--- src/rtl/vga_timing_gen.sv ---
// Parametrised VGA timing generator: pixel-clock divider, H/V counters,
// frame-buffer fetch stage and a latency-matched registered output stage.
module vga_timing_gen #(
  parameter int H_ACTIVE  = 640,
  parameter int H_FP      = 16,
  parameter int H_SYNC    = 96,
  parameter int H_BP      = 48,
  parameter int V_ACTIVE  = 480,
  parameter int V_FP      = 10,
  parameter int V_SYNC    = 2,
  parameter int V_BP      = 33,
  parameter int HSYNC_POL = 0,
  parameter int VSYNC_POL = 0,
  parameter int COLOR_W   = 8,
  parameter int ADDR_W    = 10,
  parameter int PIX_DIV   = 1,
  parameter int RD_LAT    = 1
) (
  input  logic                   clock,
  input  logic                   reset,
  input  logic                   enable,
  input  logic [3*COLOR_W-1:0]   vga_data,
  output logic [ADDR_W-1:0]      h_addr,
  output logic [ADDR_W-1:0]      v_addr,
  output logic                   rd_en,
  output logic                   hsync,
  output logic                   vsync,
  output logic                   valid,
  output logic [COLOR_W-1:0]     vga_r,
  output logic [COLOR_W-1:0]     vga_g,
  output logic [COLOR_W-1:0]     vga_b,
  output logic                   frame_start,
  output logic                   vblank
);

  localparam int H_TOTAL = H_ACTIVE + H_FP + H_SYNC + H_BP;
  localparam int V_TOTAL = V_ACTIVE + V_FP + V_SYNC + V_BP;
  localparam int DIV_W   = 5;
  localparam int FLAG_W  = 5;
  localparam int F_ACT   = 0;
  localparam int F_HS    = 1;
  localparam int F_VS    = 2;
  localparam int F_FRM   = 3;
  localparam int F_VBL   = 4;

  localparam logic [DIV_W-1:0]  DIV_LAST = DIV_W'(PIX_DIV - 1);
  localparam logic [ADDR_W-1:0] H_LAST   = ADDR_W'(H_TOTAL - 1);
  localparam logic [ADDR_W-1:0] V_LAST   = ADDR_W'(V_TOTAL - 1);
  localparam logic [ADDR_W-1:0] H_ACT    = ADDR_W'(H_ACTIVE);
  localparam logic [ADDR_W-1:0] V_ACT    = ADDR_W'(V_ACTIVE);
  localparam logic [ADDR_W-1:0] HS_BEG   = ADDR_W'(H_ACTIVE + H_FP);
  localparam logic [ADDR_W-1:0] HS_END   = ADDR_W'(H_ACTIVE + H_FP + H_SYNC);
  localparam logic [ADDR_W-1:0] VS_BEG   = ADDR_W'(V_ACTIVE + V_FP);
  localparam logic [ADDR_W-1:0] VS_END   = ADDR_W'(V_ACTIVE + V_FP + V_SYNC);
  localparam logic              HS_ON    = (HSYNC_POL != 0);
  localparam logic              VS_ON    = (VSYNC_POL != 0);

  logic [DIV_W-1:0]     div_q, div_d;
  logic [ADDR_W-1:0]    hCnt_q, hCnt_d, vCnt_q, vCnt_d;
  logic [ADDR_W-1:0]    hAddr_q, hAddr_d, vAddr_q, vAddr_d;
  logic                 rdEn_q, rdEn_d;
  logic                 tick, pixActive;
  logic [FLAG_W-1:0]    curFlags, lastFlags;
  logic [FLAG_W-1:0]    pipe_q [0:RD_LAT];
  logic                 valid_q, valid_d, hsync_q, hsync_d, vsync_q, vsync_d;
  logic                 frameStart_q, frameStart_d, vblank_q, vblank_d;
  logic [3*COLOR_W-1:0] rgb_q, rgb_d;

  assign tick      = enable && (div_q == DIV_LAST);
  assign pixActive = (hCnt_q < H_ACT) && (vCnt_q < V_ACT);
  assign lastFlags = pipe_q[RD_LAT];

  // Classify the pixel the counters currently point at
  always_comb begin
    curFlags        = '0;
    curFlags[F_ACT] = pixActive;
    curFlags[F_HS]  = (hCnt_q >= HS_BEG) && (hCnt_q < HS_END);
    curFlags[F_VS]  = (vCnt_q >= VS_BEG) && (vCnt_q < VS_END);
    curFlags[F_FRM] = (hCnt_q == '0) && (vCnt_q == '0);
    curFlags[F_VBL] = (vCnt_q >= V_ACT);
  end

  // Divider and raster counters advance; disabling rewinds to pixel (0,0)
  always_comb begin
    div_d  = div_q;
    hCnt_d = hCnt_q;
    vCnt_d = vCnt_q;
    if (!enable) begin
      div_d  = '0;
      hCnt_d = '0;
      vCnt_d = '0;
    end else begin
      div_d = (div_q == DIV_LAST) ? '0 : div_q + 1'b1;
      if (tick) begin
        if (hCnt_q == H_LAST) begin
          hCnt_d = '0;
          vCnt_d = (vCnt_q == V_LAST) ? '0 : vCnt_q + 1'b1;
        end else begin
          hCnt_d = hCnt_q + 1'b1;
        end
      end
    end
  end

  // Fetch stage: strobe the frame buffer once per visible pixel tick, addresses held between ticks
  always_comb begin
    hAddr_d = hAddr_q;
    vAddr_d = vAddr_q;
    rdEn_d  = 1'b0;
    if (!enable) begin
      hAddr_d = '0;
      vAddr_d = '0;
    end else if (tick) begin
      rdEn_d  = pixActive;
      hAddr_d = pixActive ? hCnt_q : '0;
      vAddr_d = pixActive ? vCnt_q : '0;
    end
  end

  // Output stage: sample the flags that have aged RD_LAT ticks together with the returned data
  always_comb begin
    valid_d      = valid_q;
    hsync_d      = hsync_q;
    vsync_d      = vsync_q;
    vblank_d     = vblank_q;
    rgb_d        = rgb_q;
    frameStart_d = 1'b0;
    if (!enable) begin
      valid_d  = 1'b0;
      hsync_d  = ~HS_ON;
      vsync_d  = ~VS_ON;
      vblank_d = 1'b0;
      rgb_d    = '0;
    end else if (tick) begin
      valid_d      = lastFlags[F_ACT];
      hsync_d      = lastFlags[F_HS] ? HS_ON : ~HS_ON;
      vsync_d      = lastFlags[F_VS] ? VS_ON : ~VS_ON;
      vblank_d     = lastFlags[F_VBL];
      frameStart_d = lastFlags[F_FRM];
      rgb_d        = lastFlags[F_ACT] ? vga_data : '0;
    end
  end

  // Flag delay line matching the frame-buffer read latency, shifted once per tick
  always_ff @(posedge clock or posedge reset) begin
    if (reset) begin
      for (int i = 0; i <= RD_LAT; i++) pipe_q[i] <= '0;
    end else if (!enable) begin
      for (int i = 0; i <= RD_LAT; i++) pipe_q[i] <= '0;
    end else if (tick) begin
      pipe_q[0] <= curFlags;
      for (int i = 1; i <= RD_LAT; i++) pipe_q[i] <= pipe_q[i-1];
    end
  end

  // State registers; reset drops every output to its idle level immediately
  always_ff @(posedge clock or posedge reset) begin
    if (reset) begin
      div_q        <= '0;
      hCnt_q       <= '0;
      vCnt_q       <= '0;
      hAddr_q      <= '0;
      vAddr_q      <= '0;
      rdEn_q       <= 1'b0;
      valid_q      <= 1'b0;
      hsync_q      <= ~HS_ON;
      vsync_q      <= ~VS_ON;
      vblank_q     <= 1'b0;
      frameStart_q <= 1'b0;
      rgb_q        <= '0;
    end else begin
      div_q        <= div_d;
      hCnt_q       <= hCnt_d;
      vCnt_q       <= vCnt_d;
      hAddr_q      <= hAddr_d;
      vAddr_q      <= vAddr_d;
      rdEn_q       <= rdEn_d;
      valid_q      <= valid_d;
      hsync_q      <= hsync_d;
      vsync_q      <= vsync_d;
      vblank_q     <= vblank_d;
      frameStart_q <= frameStart_d;
      rgb_q        <= rgb_d;
    end
  end

  assign h_addr      = hAddr_q;
  assign v_addr      = vAddr_q;
  assign rd_en       = rdEn_q;
  assign hsync       = hsync_q;
  assign vsync       = vsync_q;
  assign valid       = valid_q;
  assign vblank      = vblank_q;
  assign frame_start = frameStart_q;
  assign vga_r       = rgb_q[3*COLOR_W-1:2*COLOR_W];
  assign vga_g       = rgb_q[2*COLOR_W-1:COLOR_W];
  assign vga_b       = rgb_q[COLOR_W-1:0];

endmodule

--- config.mk ---
export PLATFORM = sky130hd
export DESIGN_NAME = vga_timing_gen
export DESIGN_NICKNAME = d
export VERILOG_FILES = /design/src/rtl/vga_timing_gen.sv
export SDC_FILE = /design/constraint.sdc
export NUM_CORES = 1
export LEC_CHECK = 0
export ABC_CLOCK_PERIOD_IN_PS = 5750
export CORE_UTILIZATION = 45
export DETAILED_ROUTE_END_ITERATION = 12
export GPL_TIMING_DRIVEN = 0
export PLACE_DENSITY = 0.8
export SYNTH_ARGS = -nofsm -noshare
export SYNTH_HDL_FRONTEND = slang
export SYNTH_SLANG_ARGS = --single-unit
--- constraint.sdc ---
create_clock -name clock -period 5.75 [get_ports clock]
set_clock_uncertainty 0.15 [all_clocks]
set_input_delay 0.8625 -clock clock [delete_from_list [all_inputs] [get_ports clock]]
set_output_delay 0.8625 -clock clock [all_outputs]
set_load 0.05 [all_outputs]
Word level (Yosys, flattened, before mapping)
Cells that the tools add are included.

operators by class
  add/sub/neg operators = 3
  order comparisons = 7
  reduce and logical (&&, ||, !) cells = 9
  eq/ne operators = 4
  multiplexer cells = 34

operators by type and width
  operator                                                                        number
  10-bit 2-to-1 mux                                                               15
  24-bit 2-to-1 mux                                                               3
  10-bit by 1-bit adder with 10-bit output (second input constant)                2
  10-bit == test (second input constant)                                          2
  10-bit by 9-bit >= comparator with 1-bit output (second input constant)         2
  10-bit zero test                                                                2
  10-bit less-than comparator (second input constant)                             2
  10-bit by 9-bit less-than comparator with 1-bit output (second input constant)  2
  1-bit 2-to-1 mux                                                                14
  10-bit >= comparator (second input constant)                                    1
  5-bit 2-to-1 mux                                                                2
  5-bit by 1-bit adder with 5-bit output (second input constant)                  1
  1-bit logical AND                                                               5
  5-bit zero test                                                                 1
  2-bit by 1-bit inequality test with 1-bit output (second input constant)        2
  2-bit AND reduction                                                             1

storage, ports and cells
  register bits = 85
  word-level logic and storage cells = 71
  output and inout bits = 50

Logic depth before layout (Yosys ltp)
Gate-level depths: netlist of run 1.

  depth after elaboration = 5
  gate-level depth with buffers = 8
  gate-level depth less buffers = 6

Least setup slack after synthesis of run 1
OpenSTA, ideal clock, no wires.

  path kind = input to register
  from = in enable
  to = reg hAddr_q[0] (netlist: h_addr[0])
  setup slack = 3,542 ps
  data required time = 5,533 ps
  data arrival time = 1,991 ps
  buffers on the path = 2
  stages on the path = 5
  cells stage by stage = buf_2 inv_2 nor2_1 clkbuf_1 a22o_1

between the ends
  cells in the longest elaborated chain, start to end = 2

RTL lines
  what                                                        line  RTL
  from (decl)                                                 21    input logic enable,
  1-bit logical AND                                           69    assign tick = enable && (div_q == DIV_LAST);
  2-bit by 1-bit inequality test with 1-bit output (no line)  -
  to (signal assigned)                                        175   hAddr_q <= hAddr_d;
  to (decl)                                                   60    logic [ADDR_W-1:0] hAddr_q, hAddr_d, vAddr_q, vAddr_d;

Parallel ways exist; a longest one is shown, timed or not.
A chain may end at the register's enable or synchronous reset.

Worst setup path in the final report of run 1
  from = reg vsync_q (netlist: vsync)
  to = out vsync

RTL lines
  what                    line  RTL
  from (decl)             65    logic valid_q, valid_d, hsync_q, hsync_d, vsync_q, vsync_d;
  from (signal assigned)  167   vsync_q <= ~VS_ON;
  from (signal assigned)  180   vsync_q <= vsync_d;
  to (decl)               27    output logic vsync,

No word-level cell between the ends.

==> results.toml, run 1 <==
[status]
status = "complete, no violations"

[setup_path]
crit_buf_inv = 1
crit_family = "buffers and inverters"
crit_type = "flip-flop to output pin"
cp_max_fo = 2
cp-start-kind = "flip-flop"
worst_setup_path_end_kind = "output pin"
worst_ep_arrival_time_ns = 1.69
slowest_delay_ns = 0.79
critPathRequiredTime_ns = 4.74
critical-path-slowest-cell = "clkdlybuf4s50_1"
crit_chain = "clkdlybuf4s50_1"

[final_layout]
n_antenna_cell = 0
fill_cells = 640
drive_gt1_share_pct = 7.35
area_growth_pct = 31.2
mostFrequentLayoutCells = "dfrtp_1, clkdlybuf4s50_1, a22o_1"
fin_cells = 510
num-nets-final = 437
seq_area_sq_mm = 0.00213
multi_input_area_sq_mm = 0.00138
layout_commonest_cell = "dfrtp_1"

[min_path]
hold_path.class = "flip-flop to flip-flop"

[synthesis]
synth_area_leaders = "dfrtp_1, a22o_1, nand2_1"
ys_ff_latch = 85
synth_simple_gate_area_share_pct = 13.4
synth_compound_area_share_pct = 19.7
netlist_instances = 316
yosysTopAreaCell = "dfrtp_1"
synth_mux_area_share_pct = 0
synth_top_family_by_area = "compound AO/OA/AOI/OAI gates"
synth_xor_area_share_pct = 2.41
synth_adder_area_share_pct = 2.41
synth_edf_count = 0
syn_nets = 350
seq_area_frac_synth_pct = 58.5
async_flop_share_pct = 100
yosys.cell_types.count = 44
yosysTopAreaCellShare_pct = 57.1
netlist_area_sq_mm = 0.00364
ys.flop_type = "dfrtp_1"
yosysWarnings = 0
syn_area_per_cell_sq_um = 11.5

[clock_network]
clk_latency_ns = 0.36
cts_htree_levels = 3
cts_setup_buffers = 0
numCtsBuffers = 9
cts.repair.resized = 0
clockBufferDepth = 2
cts_tree = "built"
clk_pin_slew_ns = 0.08
root_buffer = "clkbuf_8"
clock-sinks = 85
holdBufCountCts = 0

[global_routing]
grt_pass1_wl_mm = 13.9
grt-ovfl-total = 0
grt_start_max_net_pins = 50
grt_pass1_vias = 2843
track_usage_pct = 21.3
grt_antenna_before_repair = 0

[timing]
clock.fmax_ghz = 0.370
worst_slack_ns = 3.05
maxSlewHeadroom_pct = 54.5
maxSlewViolCount = 0
worstMarginPinSlew_ns = 0.680
hold_violations = 0
post-route-period-util_pct = 47.0
setup_viol_count_final = 0
fin_crit_ns = 2.70
tns_ns = 0
rsz0062_at_grt = "no"

[pwr]
vdd_drop_max_uv = 110
power_leakage_nw = 2.09
powerDensity_mw_per_mm2 = 249

[placement]
portBuffers = 75
gp_congestion = 0.867
dpl.cell_count = 494
dp_hpwl_mm = 5.88
place_ws_ns = 3.06

[floorplan]
die_area_sq_mm = 0.00845
fp.coreArea_sq_mm = 0.00777
ios = 77
die_y_um = 91.9
die_w_um = 91.9
start_util_pct = 46.8
rows = 32

[route]
ant_nets = 0
firstDrtPassIters = 4
drtIter0Drc = 218
vias = 2881
drc_errors = 0
routedWlPerCell_um = 16.4
via_per_inst = 5.65
wirelength_mm = 8.34

[flow_run]
cap_violations = 0
[worst reg2reg max path, stage by stage (launching register included)]
cell and delay (ns):
dfrtp_1 0.42, inv_1 0.07, ha_1 0.17, nor4b_4 0.42, nand4_1 0.32, o21ai_1 0.59, o21ba_1 0.23
[registers in the layout (all words and copies together), names as in the netlist]
signal	count
vsync	1
rgb_q	24
h_addr	10
pipe_q	5
valid	1
frame_start	1
vCnt_q	10
hsync	1
v_addr	10
vblank	1
rd_en	1
div_q	5
lastFlags	5
hCnt_q	10
[through the flow]
step                instance area, sq um  utilization (%)  hold WS, ns  power, mW
finish                              4770             61.4        0.318       1.19
global route                        4770             61.4        0.348       1.24
CTS                                 4770             61.4        0.320       1.20
detailed placement                  4550             58.5        0.297      0.727
global placement                    4520             58.1        0.292      0.723
floorplan                           3640                -        0.275      0.682
[power breakdown]
group          internal (mW)  switching, mW  total, mW
logic                 0.0397         0.0617      0.101
clock network          0.251          0.223      0.475
registers              0.607        0.00657      0.614
[synthesized netlist by cell type, types with 2 or more instances]
cell type   n
a2111oi_4   2
a211oi_1    2
a21o_1      2
a21oi_1    18
a22o_1     43
and3_1      6
and4_1      2
buf_2       5
clkbuf_1   13
dfrtp_1    83
dfstp_2     2
ha_1        7
inv_1      12
nand2_1    29
nand3_1     8
nand4_1     6
nor2_1     16
nor3_1      5
nor4_1      3
nor4b_1     2
o2111ai_1   3
o211ai_1    2
o21ai_0     8
o21ai_1     2
o31ai_1     2
or3_1       6
or4_1       2
xnor2_1     6
xor2_1      4
[metal layers]
layer / vias up / wire (um) / GRT usage [%]
met4: 0 / 208 / 9.77
met1: 1414 / 3790 / 29.2
met2: 116 / 3850 / 32.4
met3: 20 / 497 / 4.48
li1: 1331 / - / -
met5: - / 0 / 0
[logic make-up after synthesis]
| family | Yosys count |
|---|---|
| xor gates and xnor gates | 10 |
| buffers and inverters | 32 |
| and+or+nand+nor | 92 |
| DFF | 85 |
| AOI/OAI and AO/OA | 90 |
| adders and majority gates | 7 |
[layout make-up]
cell class | count | area share (%)
flip-flops and latches | 85 | 44.6
multi-input cells | 199 | 28.9
repair buffers | 76 | 16.3
well taps | 102 | 2.67
clock buffers | 9 | 2.60
clock inverters | 7 | 2.15
plain buffers | 19 | 1.63
inverters | 13 | 1.07
[path summary, 6_finish.rpt]
check                      cells after the start          from   endpoint  slack [ns]
max                                            1         vsync      vsync        3.05
min                                            1  lastFlags[1]      hsync        0.32
max reg2reg                                    6      div_q[0]  vCnt_q[8]        3.26
min reg2reg                                    1  lastFlags[1]      hsync        0.32
max in group asynchronous                      3         reset  h_addr[9]        4.13
min in group asynchronous                      2         reset  rgb_q[13]        0.73
Note: power is estimated with default switching activity, not from simulation.
==> run 2: changes to the inputs <==
- ABC_CLOCK_PERIOD_IN_PS: 5750 -> 2700
- clock period: 5.75 -> 2.7 ns (I/O delays scaled with it)
==> run 2 against run 1 <==
  * Clock power rose by 96%
  * Die area unchanged
  * Utilization fell by 0.35 points
  * Combinational power is 110% higher
  * Final area decreased by 0.58%
  * Wire length is 1.4% higher
  * First-iteration DRC count down 19%
==> results.toml, run 2 (synthesis gave the netlist of run 1 again) <==
[timing]
hold_violations = 0
fin_crit_ns = 2.51
maxSlewViolCount = 0
clock.fmax_ghz = 0.398
setup_viol_count_final = 0
post-route-period-util_pct = 93.1
rsz0062_at_grt = "no"
worstMarginPinSlew_ns = 0.883
maxSlewHeadroom_pct = 41.0
tns_ns = 0

[clock_network]
cts_htree_levels = 3
cts.repair.resized = 0
cts_setup_buffers = 0
numCtsBuffers = 9
clockBufferDepth = 2
holdBufCountCts = 0
root_buffer = "clkbuf_8"
clk_latency_ns = 0.36
clk_pin_slew_ns = 0.09
clock-sinks = 85
cts_tree = "built"

[min_path]
hold_path.class = "flip-flop to flip-flop"
worstHoldStart = "lastFlags[1]"
hold_depth = 1

[placement]
dpl.cell_count = 494
dp_hpwl_mm = 5.96
gp_congestion = 0.885
portBuffers = 75

[global_routing]
grt_pass1_vias = 2818
grt_pass1_wl_mm = 13.9
grt-ovfl-total = 0
grt_antenna_before_repair = 0
track_usage_pct = 21.4
grt_start_max_net_pins = 45

[floorplan]
rows = 32
die_y_um = 91.9
fp.coreArea_sq_mm = 0.00777
die_w_um = 91.9
die_area_sq_mm = 0.00845
ios = 77
start_util_pct = 46.8

[setup_path]
critPathRequiredTime_ns = 2.81
cp_max_fo = 8
worst_ep_arrival_time_ns = 2.62
worst_setup_path_end_kind = "flip-flop"
rr_worst_depth = 6
rr_startpoint = "div_q[0]"
cp-start-kind = "flip-flop"
crit_type = "flip-flop to flip-flop"
crit_start = "div_q[0]"
reg2reg_slack_ns = 0.19

[route]
drtIter0Drc = 176
routedWlPerCell_um = 16.6
ant_nets = 0
drc_errors = 0
route.layer.met1.wl_mm = 3.74
firstDrtPassIters = 6
vias = 2887
wirelength_mm = 8.46
dr_wl_met3_um = 546
route.met2.wl_mm = 4.00
via_per_inst = 5.66
highest_layer = "met4"

[final_layout]
n_antenna_cell = 0
largest_reg_flops = 24
area_growth_pct = 30.4
utilization_pct = 61.1
fin_cells = 510
num-nets-final = 437
drive_gt1_share_pct = 7.35
layout_commonest_cell = "dfrtp_1"
regMostFlops = "rgb_q"
mostFrequentLayoutCells = "dfrtp_1, clkdlybuf4s50_1, a22o_1"

[pwr]
power_leakage_nw = 2.08
p_sw_mw = 0.633
vdd_drop_max_uv = 322
powerDensity_mw_per_mm2 = 517
p_seq_share_pct = 53.3
intPower_mw = 1.82
sw_frac_of_total_pct = 25.8
power_frac_clock_pct = 37.9
pwr-share-comb_pct = 8.8

[status]
status = "complete, no violations"

[flow_run]
cap_violations = 0
==> run 2: cell types whose count changed in the layout (fill, tap and decap cells not counted), sizes merged <==
cell	before	now
inv	17	15
clkinvlp	0	1
clkinv	1	3
bufinv	2	1
==> run 2: per-stage QoR <==
| step | instance area [sq um] | power, mW | worst slack, ns | hold slack (ns) |
|---|---|---|---|---|
| 3_3_place_gp | 4520 | 1.54 | 0.283 | 0.293 |
| 5_1_grt | 4740 | 2.54 | 0.0508 | 0.333 |
| 3_5_place_dp | 4540 | 1.55 | 0.251 | 0.301 |
| 6_report | 4740 | 2.45 | 0.187 | 0.334 |
| 2_1_floorplan | 3640 | 1.45 | 0.652 | 0.275 |
| 4_1_cts | 4740 | 2.48 | 0.225 | 0.328 |
==> run 2: layout make-up <==
| class | instances | area [sq um] |
|---|---|---|
| clock inverter | 7 | 81.3 |
| tap | 102 | 128 |
| inverter | 13 | 52.6 |
| multi-input combinational | 199 | 1380 |
| timing repair buffer | 76 | 771 |
| fill | 620 | 3020 |
| clock buffer | 9 | 124 |
| sequential | 85 | 2130 |
| buffer | 19 | 77.6 |
==> run 2: critical path: stages, from the launching register on <==
cell	delay, ns
dfrtp_1	0.42
inv_1	0.08
ha_1	0.17
nor4b_4	0.44
nand4_1	0.35
o21ai_1	0.58
o21ba_1	0.22
==> run 2: final timing paths <==
kind | end
setup reg to reg | vCnt_q[8]
min in group asynchronous | rgb_q[5]
max in group asynchronous | vsync
setup / recovery | vCnt_q[8]
hold reg to reg | hsync
hold / removal | hsync
==> run 2: routing by layer <==
metal	vias to the layer above	track usage, %
li1	1330	-
met1	1426	27.9
met2	114	34.1
met3	17	5.89
met4	0	7.94
met5	-	0
==> run 2: power by group through the flow <==
stage | combinational [mW] | sequential (mW) | clock (mW)
after floorplan | 0.0734 | 1.38 | 0
after global placement | 0.209 | 1.33 | 0
after detailed placement | 0.216 | 1.33 | 0
after CTS | 0.217 | 1.31 | 0.952
after global routing | 0.233 | 1.31 | 1.00
final | 0.215 | 1.31 | 0.929
==> run 3: changes to the inputs <==
- PLACE_DENSITY: 0.8 -> 0.74
- SETUP_SLACK_MARGIN: not set -> 0.5
==> run 3 against run 2 <==
  * Power is 5.5% lower
  * Largest power group unchanged
  * Critical path type is now flip-flop to output pin
  * Clock power is 15% lower
  * Register-to-register slack better by 0.42 ns
  * Sequential share of layout area is 0.97 points lower
  * Utilization is 1.4 points higher
  * Critical endpoint is now h_addr[9]
  * Combinational power is 4% higher
  * Worst setup slack better by 0.41 ns
  * Highest routed layer unchanged
  * Global-route usage is 0.14 points lower
  * Largest cell class unchanged
==> results.toml, run 3 (synthesis gave the netlist of run 1 again) <==
[pwr]
finalPower_mw = 2.32
vdd_drop_max_uv = 282
power_leakage_nw = 2.14
powerDensity_mw_per_mm2 = 478

[final_layout]
layout_commonest_cell = "dfrtp_1"
fin_cells = 518
n_antenna_cell = 0
largest_reg_flops = 24
num-nets-final = 446
fill_cells = 615
mostFrequentLayoutCells = "dfrtp_1, clkdlybuf4s50_1, a22o_1"
area_growth_pct = 33.3
drive_gt1_share_pct = 12.0
utilization_pct = 62.4
regMostFlops = "rgb_q"

[placement]
portBuffers = 75
gp_congestion = 0.881
dp_hpwl_mm = 5.89
dpl.cell_count = 495

[route]
route.met2.wl_mm = 3.90
drtIter0Drc = 164
dr_wl_met3_um = 574
ant_nets = 0
firstDrtPassIters = 4
routedWlPerCell_um = 16.3
drc_errors = 0
via_per_inst = 5.65
highest_layer = "met4"
wirelength_mm = 8.44
vias = 2925
route.layer.met1.wl_mm = 3.85

[setup_path]
critical-path-slowest-cell = "clkdlybuf4s50_1"
cp-start-kind = "flip-flop"
critPathRequiredTime_ns = 2.14
crit_chain = "clkdlybuf4s50_1"
rr_worst_depth = 5
worst_setup_path_end_kind = "output pin"
crit_type = "flip-flop to output pin"
crit_family = "buffers and inverters"
slowest_delay_ns = 0.83
cp_num_cells = 1
reg2reg_slack_ns = 0.61
crit_buf_inv = 1
cp_max_fo = 2
worst_ep_arrival_time_ns = 1.55

[timing]
maxSlewViolCount = 0
fin_crit_ns = 2.11
setup_viol_count_final = 0
tns_ns = 0
maxSlewHeadroom_pct = 64.7
hold_violations = 0
rsz0062_at_grt = "yes"
worstMarginPinSlew_ns = 0.528
clock.fmax_ghz = 0.475
post-route-period-util_pct = 78.0

[floorplan]
start_util_pct = 46.8
ios = 77
rows = 32
fp.coreArea_sq_mm = 0.00777
die_y_um = 91.9
die_area_sq_mm = 0.00845
die_w_um = 91.9

[clock_network]
numCtsBuffers = 9
root_buffer = "clkbuf_8"
clk_latency_ns = 0.35
holdBufCountCts = 0
cts_tree = "built"
cts_htree_levels = 3
clk_pin_slew_ns = 0.08
clockBufferDepth = 2
clock-sinks = 85

[global_routing]
grt-ovfl-total = 0
grt_pass1_vias = 2910
track_usage_pct = 21.2
grt_pass1_wl_mm = 14.0
grt_antenna_before_repair = 0
grt_start_max_net_pins = 41

[status]
status = "complete, no violations"

[flow_run]
cap_violations = 0

[min_path]
hold_path.class = "input pin to asynchronous set/reset pin"
-- run 3: metrics by stage --
stage | cell area, sq um | setup WS (ns) | hold WS, ns
after floorplan | 3640 | 0.652 | 0.275
after detailed placement | 4560 | 0.265 | 0.307
final | 4850 | 0.593 | 0.267
after global routing | 4850 | 0.476 | 0.293
after global placement | 4520 | 0.261 | 0.295
after CTS | 4800 | 0.454 | 0.274
-- run 3: worst paths after layout --
check                             start        end
setup / recovery              h_addr[9]  h_addr[9]
hold / removal                    reset   rgb_q[4]
setup reg to reg              hCnt_q[2]  vCnt_q[7]
hold reg to reg            lastFlags[1]      hsync
max in group asynchronous         reset      vsync
min in group clock               enable  vCnt_q[2]
-- run 3: area by class of cell --
| type | instances | area [sq um] | share of cell area [%] |
|---|---|---|---|
| Clock buffer | 12 | 145 | 2.99 |
| Tap cell | 102 | 128 | 2.63 |
| Multi-Input combinational cell | 199 | 1420 | 29.3 |
| Buffer | 19 | 105 | 2.17 |
| Inverter | 13 | 52.6 | 1.08 |
| Timing Repair Buffer | 85 | 848 | 17.5 |
| Sequential cell | 85 | 2130 | 43.9 |
| Clock inverter | 3 | 21.3 | 0.439 |
-- run 3: layer usage --
| metal | vias to the layer above | track usage, % |
|---|---|---|
| met5 | - | 0 |
| met2 | 118 | 33.3 |
| met1 | 1442 | 28.5 |
| met3 | 10 | 3.81 |
| li1 | 1355 | - |
| met4 | 0 | 10.3 |
-- run 3: repair_timing --
item                       CTS  global route
setup buffers                6             1
pin swaps                    3             2
gates resized for setup     11            20
setup endpoints to repair   51            61
gates cloned                 1             0
-- run 3: report_power, final --
part,total [mW],switching [mW],internal [mW]
logic,0.224,0.133,0.0907
clock network,0.786,0.429,0.357
registers,1.31,0.0136,1.29
==> variant: new RTL, config.mk and constraints of run 2 <==
Change the parameter `VSYNC_POL` from 0 to 1.
--- a/src/rtl/vga_timing_gen.sv
+++ b/src/rtl/vga_timing_gen.sv
@@ -12,3 +12,3 @@
   parameter int HSYNC_POL = 0,
-  parameter int VSYNC_POL = 0,
+  parameter int VSYNC_POL = 1,
   parameter int COLOR_W   = 8,
Behaviour: not the same (a bounded check fails within 4 cycles, from zero or initial values and one cycle with reset high).
==> variant against run 2 <==
  * Synthesized area rose by 2.6%
  * Final cell count up 3.5%
  * Power is 0.89% higher
  * Wire length increased by 1.7%
  * Die area up 2.5%
  * Sequential power hardly changed
  * Count of clock-buffer cells in the layout up 3
  * Cell area increased by 2.7%
  * Worst setup slack improved by 0.17 ns
  * Synthesized cell count increased by 5.4%
  * Sequential cell count did not move
  * Critical endpoint is now vCnt_q[7]
  * Largest cell class unchanged
==> variant: results (changes against run 2) <==
synth_cell_types: 45  # +2.3%
final_nets: 455  # +4.1%
clk_latency_ns: 0.35
dp_hpwl_um: 6220  # +4.3%
antenna_found_initial: 0  # unchanged
nonClkBufAreaFrac: 0.187  # +0.00837
grt_max_degree: 33  # -27%
synth_commonest_cells: "84 x dfrtp_1, 43 x a22o_1, 31 x nand2_1"
die-width_um: 93.1  # +1.3%
holdCritPathClass: "input pin to asynchronous set/reset pin"
grtUsageTotal: 0.209  # -0.00444
regMostFlops: "rgb_q"
gp_congestion: 0.878  # -0.82%
inv_count: 12  # -1
wl_um: 8600  # +1.7%
max_stage_delay_ns: 0.42  # -0.16 ns
whs_ns: 0.295  # -0.0392 ns
ir_drop_v: 0.000265  # -18%
route.vias.total: 3003  # +4.0%
nMultiInputCombCells: 206  # +3.5%
n_all_buffers: 107  # +13%
first_global_vias: 2886  # +2.4%
grt_pass1_wl_um: 14000  # +0.64%
drive_gt1_frac: 0.0751  # +0.00159
path_clk_slew_ns: 0.08
cp_data_arrival_time_ns: 2.41  # -0.21 ns
sh_seq_area: 0.437  # -0.0121
power.leakage_uw: 0.00211  # +1.8%
firstDrtPassIters: 4  # -2
cp_max_fo: 10  # +2
filler_cell_count: 624  # +0.65%
drt_iter0_markers: 223  # +27%
cts_setup_buffers: 0  # unchanged
multi_input_area_share: 0.295  # +0.00360
synth_area_leaders: "dfrtp_1 56%, a22o_1 10%, nand2_1 3.1%"
r2r-end: "vCnt_q[7]"
ff2ff_path_depth: 7  # +1
rrSetupSlack_ns: 0.36  # +0.17 ns
clkCellAreaFrac: 0.0452  # +0.00194
p_sw_frac: 0.238  # -0.0206
synth_fp_nets: 367  # +4.9%
final.clkbuf_count: 12  # +3
relSlewSlack: 0.513  # +0.103
synth-seq-area-share: 0.570  # -0.0151
placed_area_um2: 4650  # +2.5%
status: "finished clean"
cp_slowest_cell: "dfrtp_1"
==> variant: power groups by stage <==
stage / combinational [uW] / clock [uW] / sequential [uW]
after CTS: 219 / 968 / 1310
after floorplan: 72.2 / 0 / 1380
final: 216 / 950 / 1310
after global placement: 207 / 0 / 1330
after global routing: 233 / 1020 / 1310
after detailed placement: 217 / 0 / 1330
==> variant: logic make-up (layout without fill, tap and decap cells) <==
kind of cell,count (synthesis),count (layout),synth area share
flops,85,85,0.570
compound gates,96,96,0.206
xor+xnor,10,10,0.0235
fa+ha+maj,7,7,0.0235
buf+inv,42,135,0.0446
simple gates,93,93,0.132
==> variant: worst max path at each step <==
stage	from	endpoint	slack, ns
2_1_floorplan	div_q[0]	pipe_q[6]	0.71
3_3_place_gp	reset	frame_start	0.29
3_5_place_dp	div_q[0]	rgb_q[12]	0.39
4_1_cts	div_q[0]	rgb_q[10]	0.37
5_1_grt	div_q[0]	vCnt_q[7]	0.12
6_report	div_q[0]	vCnt_q[7]	0.36
==> variant: metal layers <==
| metal | GRT usage | vias to the layer above | part of all wire |
|---|---|---|---|
| li1 | - | 1389 | - |
| met1 | 0.288 | 1486 | 0.45 |
| met2 | 0.328 | 116 | 0.47 |
| met3 | 0.0488 | 12 | 0.062 |
| met4 | 0.0692 | 0 | 0.013 |
| met5 | 0 | - | 0 |
==> variant: stage by stage <==
step	setup slack (ns)	instances	util	power, uW
3_5_place_dp	0.387	512	0.590	1550
5_1_grt	0.117	528	0.618	2560
3_3_place_gp	0.291	510	0.585	1540
4_1_cts	0.368	528	0.618	2490
2_1_floorplan	0.711	333	-	1450
6_report	0.356	528	0.618	2470
